### src/rtl/jtag_tap_if.sv
// Pin-level and parallel-port bundle of the parametrised JTAG TAP.
// The board/bench drives it through the master view and the TAP drives it through the slave view.
interface jtag_tap_if #(
  parameter int unsigned IR_WIDTH = 4,
  parameter int unsigned BSR_LEN  = 10,
  parameter int unsigned USER_LEN = 8
);
  logic                TMS;
  logic                TDI;
  logic                TDO;
  logic                TDO_EN;
  logic [3:0]          state;
  logic [IR_WIDTH-1:0] IR_OUT;
  logic [BSR_LEN-1:0]  BSR_PI;
  logic [BSR_LEN-1:0]  BSR_PO;
  logic [USER_LEN-1:0] USER_CAPTURE;
  logic [USER_LEN-1:0] USER_PO;
  logic                USER_UPDATE;
  logic                EXTEST_ACTIVE;
  logic                INTEST_ACTIVE;

  modport master (
    output TMS, TDI, BSR_PI, USER_CAPTURE,
    input  TDO, TDO_EN, state, IR_OUT, BSR_PO, USER_PO, USER_UPDATE,
           EXTEST_ACTIVE, INTEST_ACTIVE
  );

  modport slave (
    input  TMS, TDI, BSR_PI, USER_CAPTURE,
    output TDO, TDO_EN, state, IR_OUT, BSR_PO, USER_PO, USER_UPDATE,
           EXTEST_ACTIVE, INTEST_ACTIVE
  );
endinterface

### src/rtl/jtag_tap_param.sv
// Parametrised IEEE 1149.1 TAP: 16-state controller, instruction register/decode,
// BYPASS, IDCODE, boundary-scan and user data registers, registered TDO.
module jtag_tap_param #(
  parameter int unsigned IR_WIDTH   = 4,
  parameter logic [31:0] IDCODE_VAL = 32'h1234_5677,
  parameter int unsigned BSR_LEN    = 10,
  parameter int unsigned USER_LEN   = 8,
  parameter int unsigned OP_IDCODE  = 'h7,
  parameter int unsigned OP_SAMPLE  = 'h1,
  parameter int unsigned OP_EXTEST  = 'h2,
  parameter int unsigned OP_INTEST  = 'h3,
  parameter int unsigned OP_USER    = 'h8
) (
  input logic       TCK,
  input logic       TRST_N,
  jtag_tap_if.slave tap
);

  localparam int unsigned ID_LEN = 32;
  localparam logic [IR_WIDTH-1:0] OP_IDCODE_C = IR_WIDTH'(OP_IDCODE);
  localparam logic [IR_WIDTH-1:0] OP_SAMPLE_C = IR_WIDTH'(OP_SAMPLE);
  localparam logic [IR_WIDTH-1:0] OP_EXTEST_C = IR_WIDTH'(OP_EXTEST);
  localparam logic [IR_WIDTH-1:0] OP_INTEST_C = IR_WIDTH'(OP_INTEST);
  localparam logic [IR_WIDTH-1:0] OP_USER_C   = IR_WIDTH'(OP_USER);

  if (IR_WIDTH < 2) begin : g_ir_width_chk
    $error("jtag_tap_param: IR_WIDTH must be at least 2");
  end
  if (IDCODE_VAL[0] != 1'b1) begin : g_idcode_chk
    $error("jtag_tap_param: IDCODE_VAL bit 0 must be 1");
  end
  if (BSR_LEN < 1 || USER_LEN < 1) begin : g_len_chk
    $error("jtag_tap_param: BSR_LEN and USER_LEN must be at least 1");
  end

  typedef enum logic [3:0] {
    ST_EX2DR = 4'h0, ST_EX1DR = 4'h1, ST_SHDR  = 4'h2, ST_PDR   = 4'h3,
    ST_SELIR = 4'h4, ST_UPDR  = 4'h5, ST_CAPDR = 4'h6, ST_SELDR = 4'h7,
    ST_EX2IR = 4'h8, ST_EX1IR = 4'h9, ST_SHIR  = 4'hA, ST_PIR   = 4'hB,
    ST_RTI   = 4'hC, ST_UPIR  = 4'hD, ST_CAPIR = 4'hE, ST_TLR   = 4'hF
  } tap_state_e;

  typedef enum logic [1:0] {
    DR_BYP, DR_ID, DR_BSR, DR_USER
  } dr_sel_e;

  tap_state_e          state_q, state_d;
  dr_sel_e             dr_sel;
  logic [IR_WIDTH-1:0] ir_sh_q, ir_sh_d;
  logic [IR_WIDTH-1:0] ir_out_q, ir_out_d;
  logic [ID_LEN-1:0]   id_q, id_d;
  logic                byp_q, byp_d;
  logic [BSR_LEN-1:0]  bsr_q, bsr_d;
  logic [BSR_LEN-1:0]  bsr_po_q, bsr_po_d;
  logic [USER_LEN-1:0] usr_q, usr_d;
  logic [USER_LEN-1:0] usr_po_q, usr_po_d;
  logic                usr_upd_q, usr_upd_d;
  logic                tdo_q, tdo_d;
  logic                tdo_en_q, tdo_en_d;

  // TAP controller state register
  always_ff @(posedge TCK or negedge TRST_N) begin
    if (!TRST_N) state_q <= ST_TLR;
    else         state_q <= state_d;
  end

  // Standard 1149.1 transitions on TMS
  always_comb begin
    state_d = state_q;
    case (state_q)
      ST_TLR:   state_d = tap.TMS ? ST_TLR   : ST_RTI;
      ST_RTI:   state_d = tap.TMS ? ST_SELDR : ST_RTI;
      ST_SELDR: state_d = tap.TMS ? ST_SELIR : ST_CAPDR;
      ST_CAPDR: state_d = tap.TMS ? ST_EX1DR : ST_SHDR;
      ST_SHDR:  state_d = tap.TMS ? ST_EX1DR : ST_SHDR;
      ST_EX1DR: state_d = tap.TMS ? ST_UPDR  : ST_PDR;
      ST_PDR:   state_d = tap.TMS ? ST_EX2DR : ST_PDR;
      ST_EX2DR: state_d = tap.TMS ? ST_UPDR  : ST_SHDR;
      ST_UPDR:  state_d = tap.TMS ? ST_SELDR : ST_RTI;
      ST_SELIR: state_d = tap.TMS ? ST_TLR   : ST_CAPIR;
      ST_CAPIR: state_d = tap.TMS ? ST_EX1IR : ST_SHIR;
      ST_SHIR:  state_d = tap.TMS ? ST_EX1IR : ST_SHIR;
      ST_EX1IR: state_d = tap.TMS ? ST_UPIR  : ST_PIR;
      ST_PIR:   state_d = tap.TMS ? ST_EX2IR : ST_PIR;
      ST_EX2IR: state_d = tap.TMS ? ST_UPIR  : ST_SHIR;
      ST_UPIR:  state_d = tap.TMS ? ST_SELDR : ST_RTI;
      default:  state_d = ST_TLR;
    endcase
  end

  // Data register selection from the latched instruction; undefined opcodes fall to bypass
  always_comb begin
    dr_sel = DR_BYP;
    if (ir_out_q == OP_IDCODE_C)
      dr_sel = DR_ID;
    else if (ir_out_q == OP_SAMPLE_C || ir_out_q == OP_EXTEST_C || ir_out_q == OP_INTEST_C)
      dr_sel = DR_BSR;
    else if (ir_out_q == OP_USER_C)
      dr_sel = DR_USER;
  end

  // Register actions keyed on the current TAP state
  always_comb begin
    ir_sh_d   = ir_sh_q;
    ir_out_d  = ir_out_q;
    id_d      = id_q;
    byp_d     = byp_q;
    bsr_d     = bsr_q;
    bsr_po_d  = bsr_po_q;
    usr_d     = usr_q;
    usr_po_d  = usr_po_q;
    usr_upd_d = 1'b0;
    tdo_d     = tdo_q;
    tdo_en_d  = (state_q == ST_SHDR) || (state_q == ST_SHIR);

    case (state_q)
      ST_CAPIR: ir_sh_d = IR_WIDTH'(2'b01);
      ST_SHIR: begin
        ir_sh_d = {tap.TDI, ir_sh_q[IR_WIDTH-1:1]};
        tdo_d   = ir_sh_q[0];
      end
      ST_UPIR: ir_out_d = ir_sh_q;
      ST_CAPDR: begin
        case (dr_sel)
          DR_ID:   id_d  = IDCODE_VAL;
          DR_BSR:  bsr_d = tap.BSR_PI;
          DR_USER: usr_d = tap.USER_CAPTURE;
          default: byp_d = 1'b0;
        endcase
      end
      ST_SHDR: begin
        case (dr_sel)
          DR_ID: begin
            id_d  = {tap.TDI, id_q[ID_LEN-1:1]};
            tdo_d = id_q[0];
          end
          DR_BSR: begin
            // Concatenate-and-shift form also covers single-bit registers
            bsr_d = BSR_LEN'({tap.TDI, bsr_q} >> 1);
            tdo_d = bsr_q[0];
          end
          DR_USER: begin
            usr_d = USER_LEN'({tap.TDI, usr_q} >> 1);
            tdo_d = usr_q[0];
          end
          default: begin
            byp_d = tap.TDI;
            tdo_d = byp_q;
          end
        endcase
      end
      ST_UPDR: begin
        if (dr_sel == DR_BSR) bsr_po_d = bsr_q;
        if (dr_sel == DR_USER) begin
          usr_po_d  = usr_q;
          usr_upd_d = 1'b1;
        end
      end
      default: ;
    endcase

    // Instruction is already IDCODE on the first observable cycle of TLR
    if (state_q == ST_TLR || state_d == ST_TLR) ir_out_d = OP_IDCODE_C;
  end

  always_ff @(posedge TCK or negedge TRST_N) begin
    if (!TRST_N) begin
      ir_sh_q   <= '0;
      ir_out_q  <= OP_IDCODE_C;
      id_q      <= '0;
      byp_q     <= 1'b0;
      bsr_q     <= '0;
      bsr_po_q  <= '0;
      usr_q     <= '0;
      usr_po_q  <= '0;
      usr_upd_q <= 1'b0;
      tdo_q     <= 1'b0;
      tdo_en_q  <= 1'b0;
    end else begin
      ir_sh_q   <= ir_sh_d;
      ir_out_q  <= ir_out_d;
      id_q      <= id_d;
      byp_q     <= byp_d;
      bsr_q     <= bsr_d;
      bsr_po_q  <= bsr_po_d;
      usr_q     <= usr_d;
      usr_po_q  <= usr_po_d;
      usr_upd_q <= usr_upd_d;
      tdo_q     <= tdo_d;
      tdo_en_q  <= tdo_en_d;
    end
  end

  assign tap.TDO           = tdo_q;
  assign tap.TDO_EN        = tdo_en_q;
  assign tap.state         = state_q;
  assign tap.IR_OUT        = ir_out_q;
  assign tap.BSR_PO        = bsr_po_q;
  assign tap.USER_PO       = usr_po_q;
  assign tap.USER_UPDATE   = usr_upd_q;
  assign tap.EXTEST_ACTIVE = (ir_out_q == OP_EXTEST_C);
  assign tap.INTEST_ACTIVE = (ir_out_q == OP_INTEST_C);

endmodule

### src/flat_wrapper.sv
// flat-port wrapper written by rule: the top's interface ports become plain ports
module jtag_tap_param_flat 
#(
  parameter int unsigned IR_WIDTH   = 4,
  parameter logic [31:0] IDCODE_VAL = 32'h1234_5677,
  parameter int unsigned BSR_LEN    = 10,
  parameter int unsigned USER_LEN   = 8,
  parameter int unsigned OP_IDCODE  = 'h7,
  parameter int unsigned OP_SAMPLE  = 'h1,
  parameter int unsigned OP_EXTEST  = 'h2,
  parameter int unsigned OP_INTEST  = 'h3,
  parameter int unsigned OP_USER    = 'h8
)
  (TCK, TRST_N, tap_TMS, tap_TDI, tap_BSR_PI, tap_USER_CAPTURE, tap_TDO, tap_TDO_EN, tap_state, tap_IR_OUT, tap_BSR_PO, tap_USER_PO, tap_USER_UPDATE, tap_EXTEST_ACTIVE, tap_INTEST_ACTIVE);
  jtag_tap_if #(.IR_WIDTH(IR_WIDTH), .BSR_LEN(BSR_LEN), .USER_LEN(USER_LEN)) tap_i ();
  input logic TCK;
  input logic TRST_N;
  input wire logic [$bits(tap_i.TMS)-1:0] tap_TMS;
  input wire logic [$bits(tap_i.TDI)-1:0] tap_TDI;
  input wire logic [$bits(tap_i.BSR_PI)-1:0] tap_BSR_PI;
  input wire logic [$bits(tap_i.USER_CAPTURE)-1:0] tap_USER_CAPTURE;
  output wire logic [$bits(tap_i.TDO)-1:0] tap_TDO;
  output wire logic [$bits(tap_i.TDO_EN)-1:0] tap_TDO_EN;
  output wire logic [$bits(tap_i.state)-1:0] tap_state;
  output wire logic [$bits(tap_i.IR_OUT)-1:0] tap_IR_OUT;
  output wire logic [$bits(tap_i.BSR_PO)-1:0] tap_BSR_PO;
  output wire logic [$bits(tap_i.USER_PO)-1:0] tap_USER_PO;
  output wire logic [$bits(tap_i.USER_UPDATE)-1:0] tap_USER_UPDATE;
  output wire logic [$bits(tap_i.EXTEST_ACTIVE)-1:0] tap_EXTEST_ACTIVE;
  output wire logic [$bits(tap_i.INTEST_ACTIVE)-1:0] tap_INTEST_ACTIVE;
  assign tap_i.TMS = tap_TMS;
  assign tap_i.TDI = tap_TDI;
  assign tap_i.BSR_PI = tap_BSR_PI;
  assign tap_i.USER_CAPTURE = tap_USER_CAPTURE;
  assign tap_TDO = tap_i.TDO;
  assign tap_TDO_EN = tap_i.TDO_EN;
  assign tap_state = tap_i.state;
  assign tap_IR_OUT = tap_i.IR_OUT;
  assign tap_BSR_PO = tap_i.BSR_PO;
  assign tap_USER_PO = tap_i.USER_PO;
  assign tap_USER_UPDATE = tap_i.USER_UPDATE;
  assign tap_EXTEST_ACTIVE = tap_i.EXTEST_ACTIVE;
  assign tap_INTEST_ACTIVE = tap_i.INTEST_ACTIVE;
  jtag_tap_param #(.IR_WIDTH(IR_WIDTH), .IDCODE_VAL(IDCODE_VAL), .BSR_LEN(BSR_LEN), .USER_LEN(USER_LEN), .OP_IDCODE(OP_IDCODE), .OP_SAMPLE(OP_SAMPLE), .OP_EXTEST(OP_EXTEST), .OP_INTEST(OP_INTEST), .OP_USER(OP_USER)) u_core (.TCK(TCK), .TRST_N(TRST_N), .tap(tap_i));
endmodule
### config.mk
export PLATFORM = sky130hd
export DESIGN_NAME = jtag_tap_param_flat
export DESIGN_NICKNAME = d
export VERILOG_FILES = /design/src/rtl/jtag_tap_if.sv /design/src/rtl/jtag_tap_param.sv /design/src/flat_wrapper.sv
export SDC_FILE = /design/constraint.sdc
export NUM_CORES = 1
export LEC_CHECK = 0
export ABC_AREA = 1
export BUFFER_PORTS_ARGS = -buffer_cell sky130_fd_sc_hd__buf_4
export CELL_PAD_IN_SITES_DETAIL_PLACEMENT = 0
export CELL_PAD_IN_SITES_GLOBAL_PLACEMENT = 2
export CORE_AREA = 2 2 121 88
export CTS_CLUSTER_DIAMETER = 150
export DETAILED_ROUTE_END_ITERATION = 8
export DIE_AREA = 0 0 123 90
export GPL_ROUTABILITY_DRIVEN = 0
export PLACE_DENSITY = 0.91
export SLEW_MARGIN = 15
export SYNTH_ARGS = -nofsm -noshare
export SYNTH_HDL_FRONTEND = slang
export SYNTH_SLANG_ARGS = --single-unit
### constraint.sdc
create_clock -name TCK -period 3.8 [get_ports TCK]
set_input_delay 0.38 -clock TCK [delete_from_list [all_inputs] [get_ports TCK]]
set_output_delay 0.38 -clock TCK [all_outputs]
set_load 0.01 [all_outputs]
==> impl_metrics.tcl <==
set metrics [dict create \
    critPathKind "reg -> reg" \
    ir_drop_mv 0.312 \
    dpl.hpwl_um 5260 \
    htreeDepth 3 \
    clk_path_buf_depth 2 \
    die_area_um2 11100 \
    cp.required_ns 4.05 \
    final-hold-violation-count 0 \
    synth.yosys.seq_area_share_pct 58.8 \
    port_buffers 52 \
    finalWirelength_um 7890 \
    dp.cells 567 \
    drc 0 \
    n_antenna_cell 0 \
    min_period_over_period_pct 58.5 \
    core_area_um2 10000 \
    fp.dieH_um 90 \
    power.density_nw_per_um2 797 \
    cts_tree "yes" \
    wl_per_cell_um 13.5 \
    timing.rr.start "u_core.tap.state[1]" \
    start_util_pct 35.8 \
    ant_nets 0 \
    syn-cell-area_um2 3590 \
    clock_sinks 84 \
    yosys_warnings 0 \
    cts_buffers 9 \
    num_rows 31 \
    synth_top_area_share_pct 53.7 \
    nNetsFinal 468 \
    fmax_mhz 450 \
    grt_max_degree 85 \
    drv_slew 0 \
    fin_crit_ns 2.22 \
    cts.reportedPaths.clkPinSlew_ns 0.06 \
    crit_arrival_ns 2.47 \
    yosys.area.top_type "dfrtp_1" \
    rsz0062_at_grt "false" \
    clk_latency_ns 0.34 \
    drt_pass1_iterations 4 \
    slew_headroom_pct 28.2 \
    fp.dieW_um 123 \
    startpoint_type "flip-flop" \
    cts_setup_buffers 0 \
    ios 53 \
    run_status "complete, no violations" \
    r2r_cells 6 \
    cp_max_fo 20 \
    antenna_found_initial 0 \
    yosysUniqueCellTypes 26 \
    crit_path_end_kind "flip-flop" \
    finalClockSkew_ns 0.00763 \
    overflow 0 \
    ys_ff_latch 84 \
    drt-vias-per-instance 4.73 \
    setup_viol 0 \
    setup_tns_ns 0 \
    synth_nets 423 \
    dr_total_vias 2757 \
    worstMarginPinSlew_ns 1.07 \
    grt_use_total_pct 14.9 \
    synth_area_per_cell_um2 8.95 \
    cts-root-buf "clkbuf_16" \
    max_cap_viol_count 0 \
    holdBufCountCts 0 \
    cts_resized 0 \
    p_leak_nw 2.11 \
    drive_above_1_share_pct 19.5 \
    rrSetupSlack_ns 1.58 \
    syn_inst 401 \
    hold_class "in -> async" \
    synth_area_leaders "dfrtp_1 54%, nand2_1 7.5%, o21ai_0 6.6%" \
    grt_pass1_vias 2527 \
    r2r_end "u_core.bsr_q[2]" \
    fin_cells 583 \
    drt_iter0_markers 248 \
    syn_to_final_growth_pct 20.8 \
    grt_pass1_wl_um 12800 \
]
## cells by family (layout without fill, tap and decap cells)
logic type | count (synthesis) | in the layout | synth area share, %
and+or+nand+nor | 154 | 154 | 18.3
AOI/OAI and AO/OA | 96 | 96 | 14.4
DFF | 84 | 84 | 58.8
buffers and inverters | 67 | 117 | 8.41
## layout by cell type, fill, tap and decap left out, drive strengths merged
cell type / count
a21oi: 14
a31oi: 6
buf: 54
bufinv: 1
clkbuf: 12
clkinv: 3
dfrtp: 77
dfstp: 7
inv: 47
nand2: 73
nand3: 20
nand4: 2
nor2: 53
nor3: 5
o211ai: 1
o21ai: 56
o22a: 1
o22ai: 17
o31ai: 1
or2: 1
## sequential cells by signal, summed over array words and instances, names as in the netlist
signal	cells
u_core.byp_q	1
u_core.tap.state	4
u_core.id_q	32
u_core.tap.TDO_EN	1
u_core.tap.USER_UPDATE	1
u_core.tap.BSR_PO	10
u_core.usr_q	8
u_core.tap.TDO	1
u_core.tap.USER_PO	8
u_core.bsr_q	10
u_core.ir_sh_q	4
u_core.tap.IR_OUT	4
## critical path: stages, from the launching register on
cell and delay (ns):
dfstp_2 0.63, inv_2 0.08, nor2_4 0.14, nand2_4 0.09
nor2_1 0.81, o21ai_0 0.20, o22ai_1 0.18
## metal layers
metal	vias up	routed length (um)	GRT usage, %
li1	1401	-	-
met1	1294	4190	23.0
met2	53	3280	18.9
met3	9	349	5.33
met4	0	78	5.21
met5	-	0	0
## worst max-delay path by stage
stage                              from                   end  cells past startpoint
detailed placement  u_core.tap.state[1]       u_core.bsr_q[2]                      6
finish              u_core.tap.state[1]       u_core.bsr_q[2]                      6
global placement    u_core.tap.state[2]  u_core.tap.BSR_PO[9]                      4
CTS                 u_core.tap.state[1]       u_core.bsr_q[2]                      6
global route        u_core.tap.state[1]       u_core.bsr_q[7]                      6
floorplan           u_core.tap.state[1]       u_core.id_q[13]                      9
## where the power goes
part | leakage, nW | switching [mW] | internal (mW)
Combinational | 0.957 | 0.654 | 0.433
Sequential | 1.01 | 0.239 | 1.25
Clock | 0.147 | 0.346 | 0.527
Total | 2.11 | 1.24 | 2.21
## synthesized netlist by cell type, drive strengths merged
master  number
or2          1
clkbuf       3
nor2        53
buf         17
a31oi        6
nor3         5
o21ai       56
dfstp        7
inv         47
nand4        2
nand2       73
dfrtp       77
nand3       20
o22a         1
o31ai        1
o22ai       17
o211ai       1
a21oi       14
## final cells by class
type	instances	area, um2
Fill cell	1001	5680
Multi-Input combinational cell	250	1170
Sequential cell	84	2110
Inverter	47	176
Clock buffer	12	246
Clock inverter	4	48.8
Tap cell	132	165
Timing Repair Buffer	54	409
## stage by stage
step | utilization [%] | setup slack [ns] | hold slack [ns] | power [mW] | instance area (um2)
2_1_floorplan | - | 2.28 | 0.0844 | 2.22 | 3590
3_3_place_gp | 40.3 | 1.69 | 0.465 | 2.57 | 4030
3_5_place_dp | 40.3 | 1.58 | 0.468 | 2.60 | 4030
4_1_cts | 43.2 | 1.58 | 0.284 | 3.48 | 4330
5_1_grt | 43.3 | 1.31 | 0.140 | 3.71 | 4330
6_report | 43.3 | 1.58 | 0.0998 | 3.45 | 4330
No activity file was read; power rests on OpenSTA's default activity.
